File: config.mk
export PLATFORM = sky130hd
export DESIGN_NAME = protobuf_varint_encoder
export DESIGN_NICKNAME = d
export VERILOG_FILES = /design/src/rtl/protobuf_varint_encoder_pkg.sv /design/src/rtl/protobuf_varint_encoder_value_prep.sv /design/src/rtl/protobuf_varint_encoder.sv
export SDC_FILE = /design/constraint.sdc
export NUM_CORES = 1
export LEC_CHECK = 0
export BUFFER_PORTS_ARGS = -buffer_cell sky130_fd_sc_hd__buf_2
export CAP_MARGIN = 20
export CORE_MARGIN = 2
export CORE_UTILIZATION = 50
export DETAILED_ROUTE_END_ITERATION = 16
export PLACE_DENSITY_LB_ADDON = 0.2
export SLEW_MARGIN = 20
export SYNTH_ARGS = -nofsm -noshare
export SYNTH_HDL_FRONTEND = slang
export SYNTH_SLANG_ARGS = --single-unit
File: constraint.sdc
create_clock -name clock_clk -period 2.23 [get_ports clock_clk]
set_clock_uncertainty 0.05 [all_clocks]
set_input_delay 0.3345 -clock clock_clk [delete_from_list [all_inputs] [get_ports clock_clk]]
set_output_delay 0.3345 -clock clock_clk [all_outputs]
set_load 0.1 [all_outputs]
File: src/rtl/protobuf_varint_encoder_pkg.sv
// Shared constants, mode encodings, FSM states and sizing helper for the varint encoder.
// Latency: none (declarations only).
// Backpressure: not applicable.
package pb_pkg;

    // Protobuf wire type for varint fields, placed in the low 3 bits of the key
    localparam logic [2:0] WT_VARINT = 3'd0;

    // in_mode encodings; 2'b11 is reserved and encodes like uint
    localparam logic [1:0] MODE_UINT = 2'b00;
    localparam logic [1:0] MODE_INT  = 2'b01;
    localparam logic [1:0] MODE_SINT = 2'b10;

    typedef enum logic [1:0] {
        IDLE = 2'd0,
        KEY  = 2'd1,
        VAL  = 2'd2
    } state_t;

    // Number of 7-bit varint groups needed to carry a value of the given bit width
    function automatic int varint_max_bytes(input int width);
        return (width + 6) / 7;
    endfunction

endpackage

File: src/rtl/protobuf_varint_encoder_value_prep.sv
// Widens a raw field value to the 64-bit quantity that gets varint-encoded (uint/int/sint).
// Latency: purely combinational.
// Backpressure: none; the value is sampled by the parent at accept.
module pb_value_prep
    import pb_pkg::*;
#(
    parameter int DATA_W = 32
) (
    input  logic [DATA_W-1:0] data_i,
    input  logic [1:0]        mode_i,
    output logic [63:0]       value_o
);

    logic [DATA_W-1:0] zz;

    // Zigzag stays in DATA_W bits so a 32-bit sint never produces more than 5 value bytes
    always_comb begin
        zz = (data_i << 1) ^ {DATA_W{data_i[DATA_W-1]}};
        case (mode_i)
            MODE_INT:  value_o = 64'($signed(data_i));
            MODE_SINT: value_o = 64'(zz);
            default:   value_o = 64'(data_i);
        endcase
    end

endmodule

File: src/rtl/protobuf_varint_encoder.sv
// Encodes one field per request into a byte stream: optional key varint followed by value varint.
// Latency: first byte valid the cycle after accept, then 1 byte/cycle while out_ready is high.
// Backpressure: outputs hold while out_valid & !out_ready; in_ready only in IDLE or on the last byte.
module protobuf_varint_encoder
    import pb_pkg::*;
#(
    parameter int DATA_W   = 32,
    parameter int FIELD_W  = 10,
    parameter int IDX_W    = 10,
    parameter int EMIT_TAG = 1
) (
    input  logic               clock_clk,
    input  logic               reset_reset,
    input  logic               sclr,
    input  logic               in_valid,
    output logic               in_ready,
    input  logic [DATA_W-1:0]  in_data,
    input  logic [1:0]         in_mode,
    input  logic [FIELD_W-1:0] in_field,
    input  logic [IDX_W-1:0]   in_index,
    output logic               out_valid,
    input  logic               out_ready,
    output logic [7:0]         out_byte,
    output logic [IDX_W-1:0]   out_index,
    output logic               out_is_key,
    output logic               out_last,
    output logic [15:0]        byte_count,
    output logic               err_field_zero
);

    // Key register is at least 8 bits so the low 7-bit slice always exists for tiny FIELD_W
    localparam int KREG_W = (FIELD_W + 3 < 8) ? 8 : FIELD_W + 3;

    state_t              state_q, state_d;
    logic [63:0]         v_q, v_d;
    logic [KREG_W-1:0]   k_q, k_d;
    logic [IDX_W-1:0]    idx_q, idx_d;
    logic [15:0]         cnt_q, cnt_d;
    logic                err_q, err_d;

    logic [63:0]         prep_val;
    logic [63:0]         v_rest;
    logic [KREG_W-1:0]   k_rest;
    logic                hs;
    logic                acc;

    pb_value_prep #(.DATA_W(DATA_W)) u_value_prep (
        .data_i  (in_data),
        .mode_i  (in_mode),
        .value_o (prep_val)
    );

    assign v_rest     = v_q >> 7;
    assign k_rest     = k_q >> 7;
    assign out_valid  = (state_q != IDLE);
    assign out_index  = out_valid ? idx_q : '0;
    assign hs         = out_valid & out_ready;
    assign in_ready   = (state_q == IDLE) | (hs & out_last);
    assign acc        = in_valid & in_ready;
    assign byte_count = cnt_q;
    assign err_field_zero = err_q;

    // Current byte is the low 7 bits of the active register, continuation set while bits remain
    always_comb begin
        out_byte   = '0;
        out_is_key = 1'b0;
        out_last   = 1'b0;
        case (state_q)
            KEY: begin
                out_byte   = {k_rest != '0, k_q[6:0]};
                out_is_key = 1'b1;
            end
            VAL: begin
                out_byte = {v_rest != '0, v_q[6:0]};
                out_last = (v_rest == '0);
            end
            default: ;
        endcase
    end

    // Shift on handshake, reload on accept (accept may coincide with the last byte), sclr overrides all
    always_comb begin
        state_d = state_q;
        v_d     = v_q;
        k_d     = k_q;
        idx_d   = idx_q;
        cnt_d   = cnt_q;
        err_d   = err_q;

        if (hs) begin
            if (cnt_q != 16'hFFFF) cnt_d = cnt_q + 16'd1;
            case (state_q)
                KEY: begin
                    k_d = k_rest;
                    if (k_rest == '0) state_d = VAL;
                end
                VAL: begin
                    v_d = v_rest;
                    if (v_rest == '0) state_d = IDLE;
                end
                default: ;
            endcase
        end

        if (acc) begin
            v_d   = prep_val;
            k_d   = KREG_W'({in_field, WT_VARINT});
            idx_d = in_index;
            if (EMIT_TAG != 0) begin
                // A key of field 0 is illegal: flag it and drop the whole field
                if (in_field == '0) begin
                    err_d   = 1'b1;
                    state_d = IDLE;
                end else begin
                    state_d = KEY;
                end
            end else begin
                state_d = VAL;
            end
        end

        if (sclr) begin
            state_d = IDLE;
            cnt_d   = '0;
            err_d   = 1'b0;
        end
    end

    // State, shift registers and counters
    always_ff @(posedge clock_clk or posedge reset_reset) begin
        if (reset_reset) begin
            state_q <= IDLE;
            v_q     <= '0;
            k_q     <= '0;
            idx_q   <= '0;
            cnt_q   <= '0;
            err_q   <= 1'b0;
        end else begin
            state_q <= state_d;
            v_q     <= v_d;
            k_q     <= k_d;
            idx_q   <= idx_d;
            cnt_q   <= cnt_d;
            err_q   <= err_d;
        end
    end

endmodule

# Word-level counts from Yosys, hierarchy flattened
# Cells that the tools add are included.
# word_totals
register_bits,106
input_bits,59
output_inout_bits,39
# classes
add_sub_neg,1
eq_ne,7
mux,24
bitwise,5
reduce_logical,21
# op_table
operator,n
$mux 64,3
$pmux 64 s2,1
$logic_not 64->1,1
$reduce_bool 64->1,1
$mux 16,3
$mux 13,3
$xor 32x32->32,1
$add 16x1->16 const B,1
$ne 16x16->1 const B,1
$pmux 8 s2,1
$reduce_bool 2->1,8
$logic_not 13->1,1
$reduce_bool 13->1,1
$logic_not 10->1,1
$mux 10,1
$mux 2,5
$ne 4x4->1 const B,2
$reduce_and 2->1,4
$mux 1,6
$eq 2x1->1 const B,2
$eq 2x2->1 const B,2
$pmux 2 s2,1
$reduce_and 4->1,1
$reduce_bool 4->1,1
4 further kinds,6

# Longest topological paths before layout
# Gate-level depths: netlist of the first run.
# logic_depth
word_depth,7
mapped_depth,9
ltp_nobuf,7

# Hierarchy
# A second synthesis of the first run with hierarchy kept.
# hier_totals
cells_unflattened,647
area_unflattened_um2,6082.1
# by_module_without_submodules
module,n_inst,cells_each,area_each_um2
protobuf_varint_encoder,1,532,5133.7
pb_value_prep,1,115,948.4

# Worst setup path after synthesis of the first run
# No wires, ideal clock.
# synth_path
path_kind,register to output
start,reg state_q[1]
end,out out_byte[7]
arrival_time_ns,3.963
required_ns,1.845
path_slack_ns,-2.117
path_stages_with_launch,6
n_path_buf,1
path_cell_list,dfrtp_1 -> inv_1 -> ha_1 -> clkbuf_1 -> o31ai_1 -> a21boi_0
# synth_between
elab_chain_len,2
# synth_rtl
element,line,text
"start, declared",protobuf_varint_encoder.sv:34,"state_t state_q, state_d;"
"start signal, assigned",protobuf_varint_encoder.sv:139,state_q <= state_d;
$eq 2x2->1 / $eq 2x1->1 (equally long branches),protobuf_varint_encoder.sv:68,case (state_q)
$pmux 8 s2 (*),protobuf_varint_encoder.sv:68,
"end, declared",protobuf_varint_encoder.sv:23,"output logic [7:0] out_byte,"
# Every way passes the cells marked *; elsewhere a longest branch is shown, timed or not.

# Worst setup path after layout of the first run
# layout_path
start,reg v_q[42]
end,out in_ready
# layout_between
elab_chain_len,4
# layout_rtl
element,line,text
"start, declared",protobuf_varint_encoder.sv:35,"logic [63:0] v_q, v_d;"
"start signal, assigned",protobuf_varint_encoder.sv:140,v_q <= v_d;
$logic_not 64->1,protobuf_varint_encoder.sv:75,out_last = (v_rest == '0);
$mux 1,protobuf_varint_encoder.sv:68,
$and 1x1->1,protobuf_varint_encoder.sv:58,assign in_ready = (state_q == IDLE) | (hs & out_last);
$or 1x1->1,protobuf_varint_encoder.sv:58,
"end, declared",protobuf_varint_encoder.sv:16,"output logic in_ready,"
# No other way between the ends.

==> impl_metrics.py, run 1 <==
metrics = {
    "outcome": {
        "status": "finished with violations",
        "violations": "setup timing",
    },
    "pwr": {
        "power_switching_share_pct": 36.0,
        "p_switching_mw": 1.52,
        "clock_power_share_pct": 25.1,
        "seq_power_share_pct": 45.5,
        "powerDensity_nw_per_um2": 722,
        "internal_cell_power_mw": 2.70,
        "p_leak_nw": 2.64,
        "combPwrFrac_pct": 29.4,
        "peakVddDrop_mv": 0.290,
        "finalPower_mw": 4.21,
    },
    "critical_path": {
        "worst_ep_required_time_ns": 1.85,
        "crit_type": "flip-flop to primary output",
        "worst-endpoint-arrival_ns": 1.93,
        "crit_path_max_fanout": 4,
        "crit_path_cell_trace": "nor4_2 > nand4_1 > buf_4 > o31ai_4 > buf_12",
        "critPathSlowestCell": "sky130_fd_sc_hd__dfrtp_1",
        "crit_path_start_kind": "flip-flop",
        "worst_path_largest_cell_delay_ns": 0.42,
        "setup.worst_path.end_class": "primary output",
    },
    "final_layout": {
        "stdcell_area_sq_um": 5840,
        "layoutNonFillerInstCount": 708,
        "num_antenna_cells": 0,
        "drive_gt1_share_pct": 32.2,
        "area.growth.synth_to_final_pct": 29.9,
        "finish.net_count": 660,
    },
    "timing": {
        "setup_viol_count_final": 2,
        "sum_neg_setup_slack_ns": -0.106,
        "fin_crit_ns": 2.31,
        "timing.fmax_mhz": 433,
        "final-max-slew-violation-count": 0,
        "max-slew-margin-rel_pct": 58.4,
        "hold-worst-slack_ns": 0.121,
        "hold_violations": 0,
        "postLayoutSetupSlackWorst_ns": -0.0807,
        "tightest_slew_ns": 0.624,
        "grt_setup_unrepaired": "true",
        "fin_crit_share_pct": 104,
    },
    "placed_design": {
        "placed_area_sq_um": 5420,
        "place_congestion": 0.831,
        "portBuffers": 97,
        "dp_hpwl_um": 8220,
        "cells_after_dpl": 686,
    },
    "drt": {
        "finalWirelength_um": 11800,
        "antenna_violating_nets_post_route": 0,
        "drc_errors": 0,
        "num_vias": 4186,
        "drt_first_iter_violations": 187,
        "dr.pass1.iters": 5,
        "routedWlPerCell_um": 16.6,
        "routed_via_density": 5.91,
    },
    "clocking": {
        "tritoncts": "built",
        "clk_pin_slew_ns": 0.08,
        "cts_num_sinks": 79,
        "tritoncts.num_buffers": 9,
        "htreeDepth": 3,
        "cts.path.max_buffers": 2,
        "clock_latency_ns": 0.35,
        "clock-root-buffer": "sky130_fd_sc_hd__clkbuf_8",
    },
    "run": {
        "max-cap-violations": 0,
    },
    "synth": {
        "synth_top_flop_cell": "sky130_fd_sc_hd__dfrtp_1",
        "synth_enable_flop_cells": 0,
        "synth.yosys.seq_area_share_pct": 43.9,
        "syn-cell-area_sq_um": 4500,
        "syn-instance-count": 498,
        "asyncSetResetFlopFracSynth_pct": 100,
        "synth.net_count": 563,
        "post_synth.cell_area_avg_sq_um": 9.03,
        "post_synth_num_cell_types": 47,
        "most_area_hungry_cell_type_in_the_yosys_netlist": "sky130_fd_sc_hd__dfrtp_1",
        "yosys.area.top_type_share_pct": 43.9,
        "synth.ff_latch_count": 79,
        "yosys_warnings": 0,
        "synth_area_leaders": "sky130_fd_sc_hd__dfrtp_1 44%, sky130_fd_sc_hd__nand2_1 7.6%, sky130_fd_sc_hd__xor2_1 6.6%",
    },
    "die": {
        "initial_utilization_pct": 51.6,
        "floorplan.core_area_sq_um": 8720,
        "io-pin-count": 98,
        "die_x_um": 98.8,
        "die-height_um": 98.8,
        "std_cell_rows": 34,
        "fp.dieArea_sq_um": 9770,
    },
    "global_route": {
        "grt_first_pass_wirelength_um": 19500,
        "grt_pass1_vias": 4049,
        "number_of_antenna_violations_at_the_first_check_in_global_routing": 0,
        "groute.usage.overall_pct": 24.6,
        "gr-total-overflow": 0,
        "grt_max_degree": 70,
    },
    "worst_hold_path": {
        "holdCritPathClass": "input port to flip-flop",
    },
}
==> metal layers <==
layer | GRT usage (%) | vias to the layer above | wire length (um)
met3 | 4.96 | 14 | 779
met1 | 34.3 | 2022 | 5260
li1 | - | 1988 | -
met5 | 0 | - | 0
met4 | 8.32 | 0 | 189
met2 | 38.5 | 162 | 5550
==> cell usage after synthesis, drive strengths merged (5+ instances only) <==
cell type	n
mux2i	8
nor2	43
inv	7
dfrtp	79
xor2	34
clkbuf	27
ha	6
buf	12
nor4	8
o21ai	10
nand2	91
a22oi	7
a21oi	9
and4	5
or4	5
a221oi	32
nor2b	19
o31ai	36
nand3	21
==> timing repair <==
item	CTS	global route
setup buffers	4	1
hold buffers	1	0
endpoints found under the hold margin	15	0
endpoints found under the setup margin	9	20
pin swaps	4	2
resized for setup	19	32
==> sequential cells by signal, summed over array words and instances (netlist names) <==
| register | count |
|---|---|
| v_q | 37 |
| byte_count | 16 |
| k_q | 13 |
| idx_q | 10 |
| state_q | 2 |
| err_field_zero | 1 |
==> logic make-up (layout without fill, tap and decap cells) <==
group / count (synthesis) / count (layout) / share of synthesized area [%]
compound gates: 110 / 110 / 18.7
xor+xnor: 38 / 38 / 7.40
fa+ha+maj: 6 / 6 / 1.67
buf+inv: 46 / 148 / 4.59
flops: 79 / 79 / 44.0
mux: 8 / 8 / 1.78
simple gates: 211 / 211 / 21.9
==> layout by cell type, fill, tap and decap left out, types with 3 or more instances in the layout <==
cell type,instances
sky130_fd_sc_hd__dfrtp_2,12
sky130_fd_sc_hd__nor4_4,3
sky130_fd_sc_hd__nor2_1,43
sky130_fd_sc_hd__ha_1,3
sky130_fd_sc_hd__buf_6,3
sky130_fd_sc_hd__or3_1,4
sky130_fd_sc_hd__xor2_1,34
sky130_fd_sc_hd__clkbuf_8,10
sky130_fd_sc_hd__buf_12,14
sky130_fd_sc_hd__inv_1,5
sky130_fd_sc_hd__clkinvlp_4,4
sky130_fd_sc_hd__o21ai_0,8
sky130_fd_sc_hd__nor2b_1,10
sky130_fd_sc_hd__a21oi_1,9
sky130_fd_sc_hd__nand2_1,91
sky130_fd_sc_hd__nand4_1,4
sky130_fd_sc_hd__buf_4,29
sky130_fd_sc_hd__xnor2_1,4
sky130_fd_sc_hd__a221oi_1,32
sky130_fd_sc_hd__or4_1,5
sky130_fd_sc_hd__nor4_2,4
sky130_fd_sc_hd__nand3_1,21
sky130_fd_sc_hd__mux2i_1,8
sky130_fd_sc_hd__o31ai_1,34
sky130_fd_sc_hd__nor2b_4,7
sky130_fd_sc_hd__a22oi_2,6
sky130_fd_sc_hd__buf_2,77
sky130_fd_sc_hd__clkinv_2,3
sky130_fd_sc_hd__dfrtp_1,67
==> final cells by class <==
class / count / area, sq um
repair buffers: 125 / 935
fillers: 684 / 2880
inverters: 7 / 33.8
flip-flops and latches: 79 / 1990
clock buffers: 10 / 138
multi-input cells: 373 / 2550
clock inverters: 6 / 60.1
well taps: 108 / 135
==> per-stage QoR <==
| stage | utilization [%] | worst slack [ns] |
|---|---|---|
| 4_1_cts | 66.0 | -0.0863 |
| 5_1_grt | 67.0 | -0.214 |
| 3_5_place_dp | 62.2 | 0.116 |
| 2_1_floorplan | - | -0.328 |
| 6_report | 67.0 | -0.0807 |
| 3_3_place_gp | 62.2 | 0.157 |
==> power by group through the flow <==
stage / registers, mW / clock network (mW) / logic (mW)
finish: 1.92 / 1.06 / 1.24
floorplan: 1.84 / 0 / 0.829
detailed placement: 1.89 / 0 / 1.13
global placement: 1.88 / 0 / 1.11
CTS: 1.90 / 1.08 / 1.20
global route: 1.95 / 1.15 / 1.36
==> worst paths after layout <==
path                                                  end  cells after the start  slack [ns]                    from
worst max-delay path                             in_ready                      5       -0.08     v_q[42]$_DFFE_PP0P_
worst min-delay path                 idx_q[7]$_DFFE_PP0P_                      3        0.12             in_index[7]
worst max register to register        v_q[13]$_DFFE_PP0P_                      7        0.11  state_q[0]$_DFFE_PP0P_
worst min register to register       idx_q[3]$_DFFE_PP0P_                      2        0.42    idx_q[3]$_DFFE_PP0P_
max in group asynchronous              v_q[0]$_DFFE_PP0P_                      5        0.82             reset_reset
min in group asynchronous       byte_count[7]$_DFFE_PP0P_                      3        0.48             reset_reset
==> critical path: cells and delay by family (launching register included) <==
kind / cells / cell delay [ns]
AND/OR/NAND/NOR: 2 / 0.52
flip-flops: 1 / 0.42
buffers and inverters: 2 / 0.40
AO/OA/AOI/OAI: 1 / 0.23
No activity file was read; power rests on OpenSTA's default activity.
==> run 2: changes to the inputs <==
--- a/config.mk
+++ b/config.mk
@@ -5,11 +5,11 @@
 export SDC_FILE = /design/constraint.sdc
 export NUM_CORES = 1
 export LEC_CHECK = 0
-export BUFFER_PORTS_ARGS = -buffer_cell sky130_fd_sc_hd__buf_2
 export CAP_MARGIN = 20
 export CORE_MARGIN = 2
-export CORE_UTILIZATION = 50
+export CORE_UTILIZATION = 58
 export DETAILED_ROUTE_END_ITERATION = 16
+export DONT_BUFFER_PORTS = 1
 export PLACE_DENSITY_LB_ADDON = 0.2
 export SLEW_MARGIN = 20
 export SYNTH_ARGS = -nofsm -noshare
==> run 2 against run 1 <==
The run still ends with setup timing left. Global-route usage rose by 3.8 points. Maximum frequency fell by 0.17%. Sequential cell count did not move. Sequential power barely moved. Wire length rose by 0.32%.
==> impl_metrics.py, run 2 (synthesized netlist as in run 1, its figures left out) <==
metrics = {
    "global_route": {
        "groute.usage.overall_pct": 28.3,
        "grt_first_pass_wirelength_um": 19000,
        "grt_max_degree": 70,
        "number_of_antenna_violations_at_the_first_check_in_global_routing": 0,
        "gr-total-overflow": 0,
        "grt_pass1_vias": 3895,
    },
    "timing": {
        "fin_crit_share_pct": 104,
        "final-max-slew-violation-count": 0,
        "postLayoutSetupSlackWorst_ns": -0.0847,
        "hold-worst-slack_ns": 0.0306,
        "timing.fmax_mhz": 432,
        "tightest_slew_ns": 0.696,
        "max-slew-margin-rel_pct": 53.4,
        "grt_setup_unrepaired": "true",
        "fin_crit_ns": 2.31,
        "hold_violations": 0,
        "setup_viol_count_final": 3,
    },
    "drt": {
        "routed_via_density": 6.24,
        "num_vias": 3992,
        "finalWirelength_um": 11800,
        "dr.pass1.iters": 5,
        "drt_first_iter_violations": 303,
        "antenna_violating_nets_post_route": 0,
        "routedWlPerCell_um": 18.5,
        "drc_errors": 0,
    },
    "critical_path": {
        "cp_num_buf_inv": 2,
        "crit_path_cell_trace": "nor4_4 > nand4_1 > buf_4 > o31ai_4 > buf_12",
        "crit_path_start_kind": "flip-flop",
        "setup.worst_path.end_class": "primary output",
        "worst_ep_required_time_ns": 1.85,
        "worst_path_largest_cell_delay_ns": 0.44,
        "worst-endpoint-arrival_ns": 1.93,
        "crit_path_max_fanout": 3,
        "critPathSlowestCell": "sky130_fd_sc_hd__dfrtp_1",
        "cp_top_family": "simple AND/OR/NAND/NOR gates",
        "crit_type": "flip-flop to primary output",
    },
    "pwr": {
        "powerDensity_nw_per_um2": 765,
        "p_leak_nw": 2.41,
        "peakVddDrop_mv": 0.431,
    },
    "final_layout": {
        "finish.net_count": 598,
        "area.growth.synth_to_final_pct": 24.4,
        "layout.core_utilization_pct": 73.6,
        "layout_common_cells": "91 x sky130_fd_sc_hd__nand2_1, 66 x sky130_fd_sc_hd__dfrtp_1, 46 x sky130_fd_sc_hd__buf_4",
        "num_antenna_cells": 0,
        "final_common_cell": "sky130_fd_sc_hd__nand2_1",
        "drive_gt1_share_pct": 25.1,
        "largest_register_ffs": 37,
        "largest_register": "v_q",
    },
    "placed_design": {
        "dp_hpwl_um": 8210,
        "portBuffers": 0,
        "place_congestion": 0.904,
    },
    "clocking": {
        "tritoncts": "built",
        "tritoncts.num_buffers": 9,
        "clk_pin_slew_ns": 0.08,
        "clock-root-buffer": "sky130_fd_sc_hd__clkbuf_8",
        "clock_latency_ns": 0.35,
        "cts.path.max_buffers": 2,
        "htreeDepth": 3,
        "cts_num_sinks": 79,
    },
    "die": {
        "floorplan.core_area_sq_um": 7610,
        "fp.dieArea_sq_um": 8480,
        "std_cell_rows": 32,
        "initial_utilization_pct": 59.1,
        "io-pin-count": 98,
        "die_x_um": 92.1,
        "die-height_um": 92.1,
    },
    "outcome": {
        "violations": "setup timing",
        "status": "finished with violations",
    },
    "run": {
        "max-cap-violations": 0,
    },
    "worst_hold_path": {
        "holdCritPathClass": "input port to flip-flop",
    },
}
==> run 2: area by class of cell <==
class / count / area (sq um)
multi-input cells: 373 / 2570
well taps: 102 / 128
flip-flops and latches: 79 / 1990
inverters: 7 / 33.8
clock buffers: 10 / 128
fillers: 549 / 2010
clock inverters: 6 / 86.3
repair buffers: 63 / 657
==> run 2: final timing paths <==
path,from,endpoint,slack [ns],cells past startpoint
min,in_index[4],idx_q[4]$_DFFE_PP0P_,0.03,2
min in group asynchronous,reset_reset,v_q[12]$_DFFE_PP0P_,0.34,2
max,v_q[8]$_DFFE_PP0P_,in_ready,-0.08,5
max reg2reg,state_q[0]$_DFFE_PP0P_,byte_count[15]$_DFFE_PP0P_,0.14,7
min reg2reg,idx_q[4]$_DFFE_PP0P_,idx_q[4]$_DFFE_PP0P_,0.42,2
max in group asynchronous,reset_reset,byte_count[0]$_DFFE_PP0P_,1.28,3
==> run 2: repair_timing <==
action,4_1_cts,5_1_grt
endpoints found under the setup margin,3,11
endpoints found under the hold margin,25,0
pin swaps,3,4
resized for setup,10,13
buffers inserted,2,4
hold buffers,2,0
==> run 2: worst register-to-register path: stages, from the launching register on <==
cell	delay, ns
sky130_fd_sc_hd__dfrtp_1	0.39
sky130_fd_sc_hd__inv_1	0.09
sky130_fd_sc_hd__ha_2	0.23
sky130_fd_sc_hd__nor2b_1	0.18
sky130_fd_sc_hd__o2111ai_1	0.15
sky130_fd_sc_hd__a31o_4	0.29
sky130_fd_sc_hd__or4_1	0.47
sky130_fd_sc_hd__a21oi_1	0.16
==> run 2: report_power, final <==
| group | internal, mW | leakage [nW] | switching [mW] |
|---|---|---|---|
| clock network | 0.629 | 0.106 | 0.540 |
| registers | 1.67 | 0.996 | 0.266 |
| logic | 0.464 | 1.31 | 0.710 |
| total | 2.76 | 2.41 | 1.52 |
==> run 2: layer usage <==
metal | vias up | track usage, % | part of all wire [%]
li1 | 1855 | - | -
met1 | 1984 | 38.2 | 44
met2 | 139 | 46.3 | 49
met3 | 14 | 6.24 | 6.2
met4 | 0 | 8.33 | 1.0
met5 | - | 0 | 0
==> run 2: through the flow <==
step	std cells	total power [mW]	TNS [ns]	cell area, sq um	setup WS (ns)
2_1_floorplan	498	2.66	-4.56	4620	-0.328
3_3_place_gp	616	2.92	0	5190	0.163
3_5_place_dp	616	2.96	0	5190	0.104
4_1_cts	636	4.18	-0.213	5490	-0.0851
5_1_grt	640	4.49	-0.392	5600	-0.154
6_report	640	4.28	-0.181	5600	-0.0847
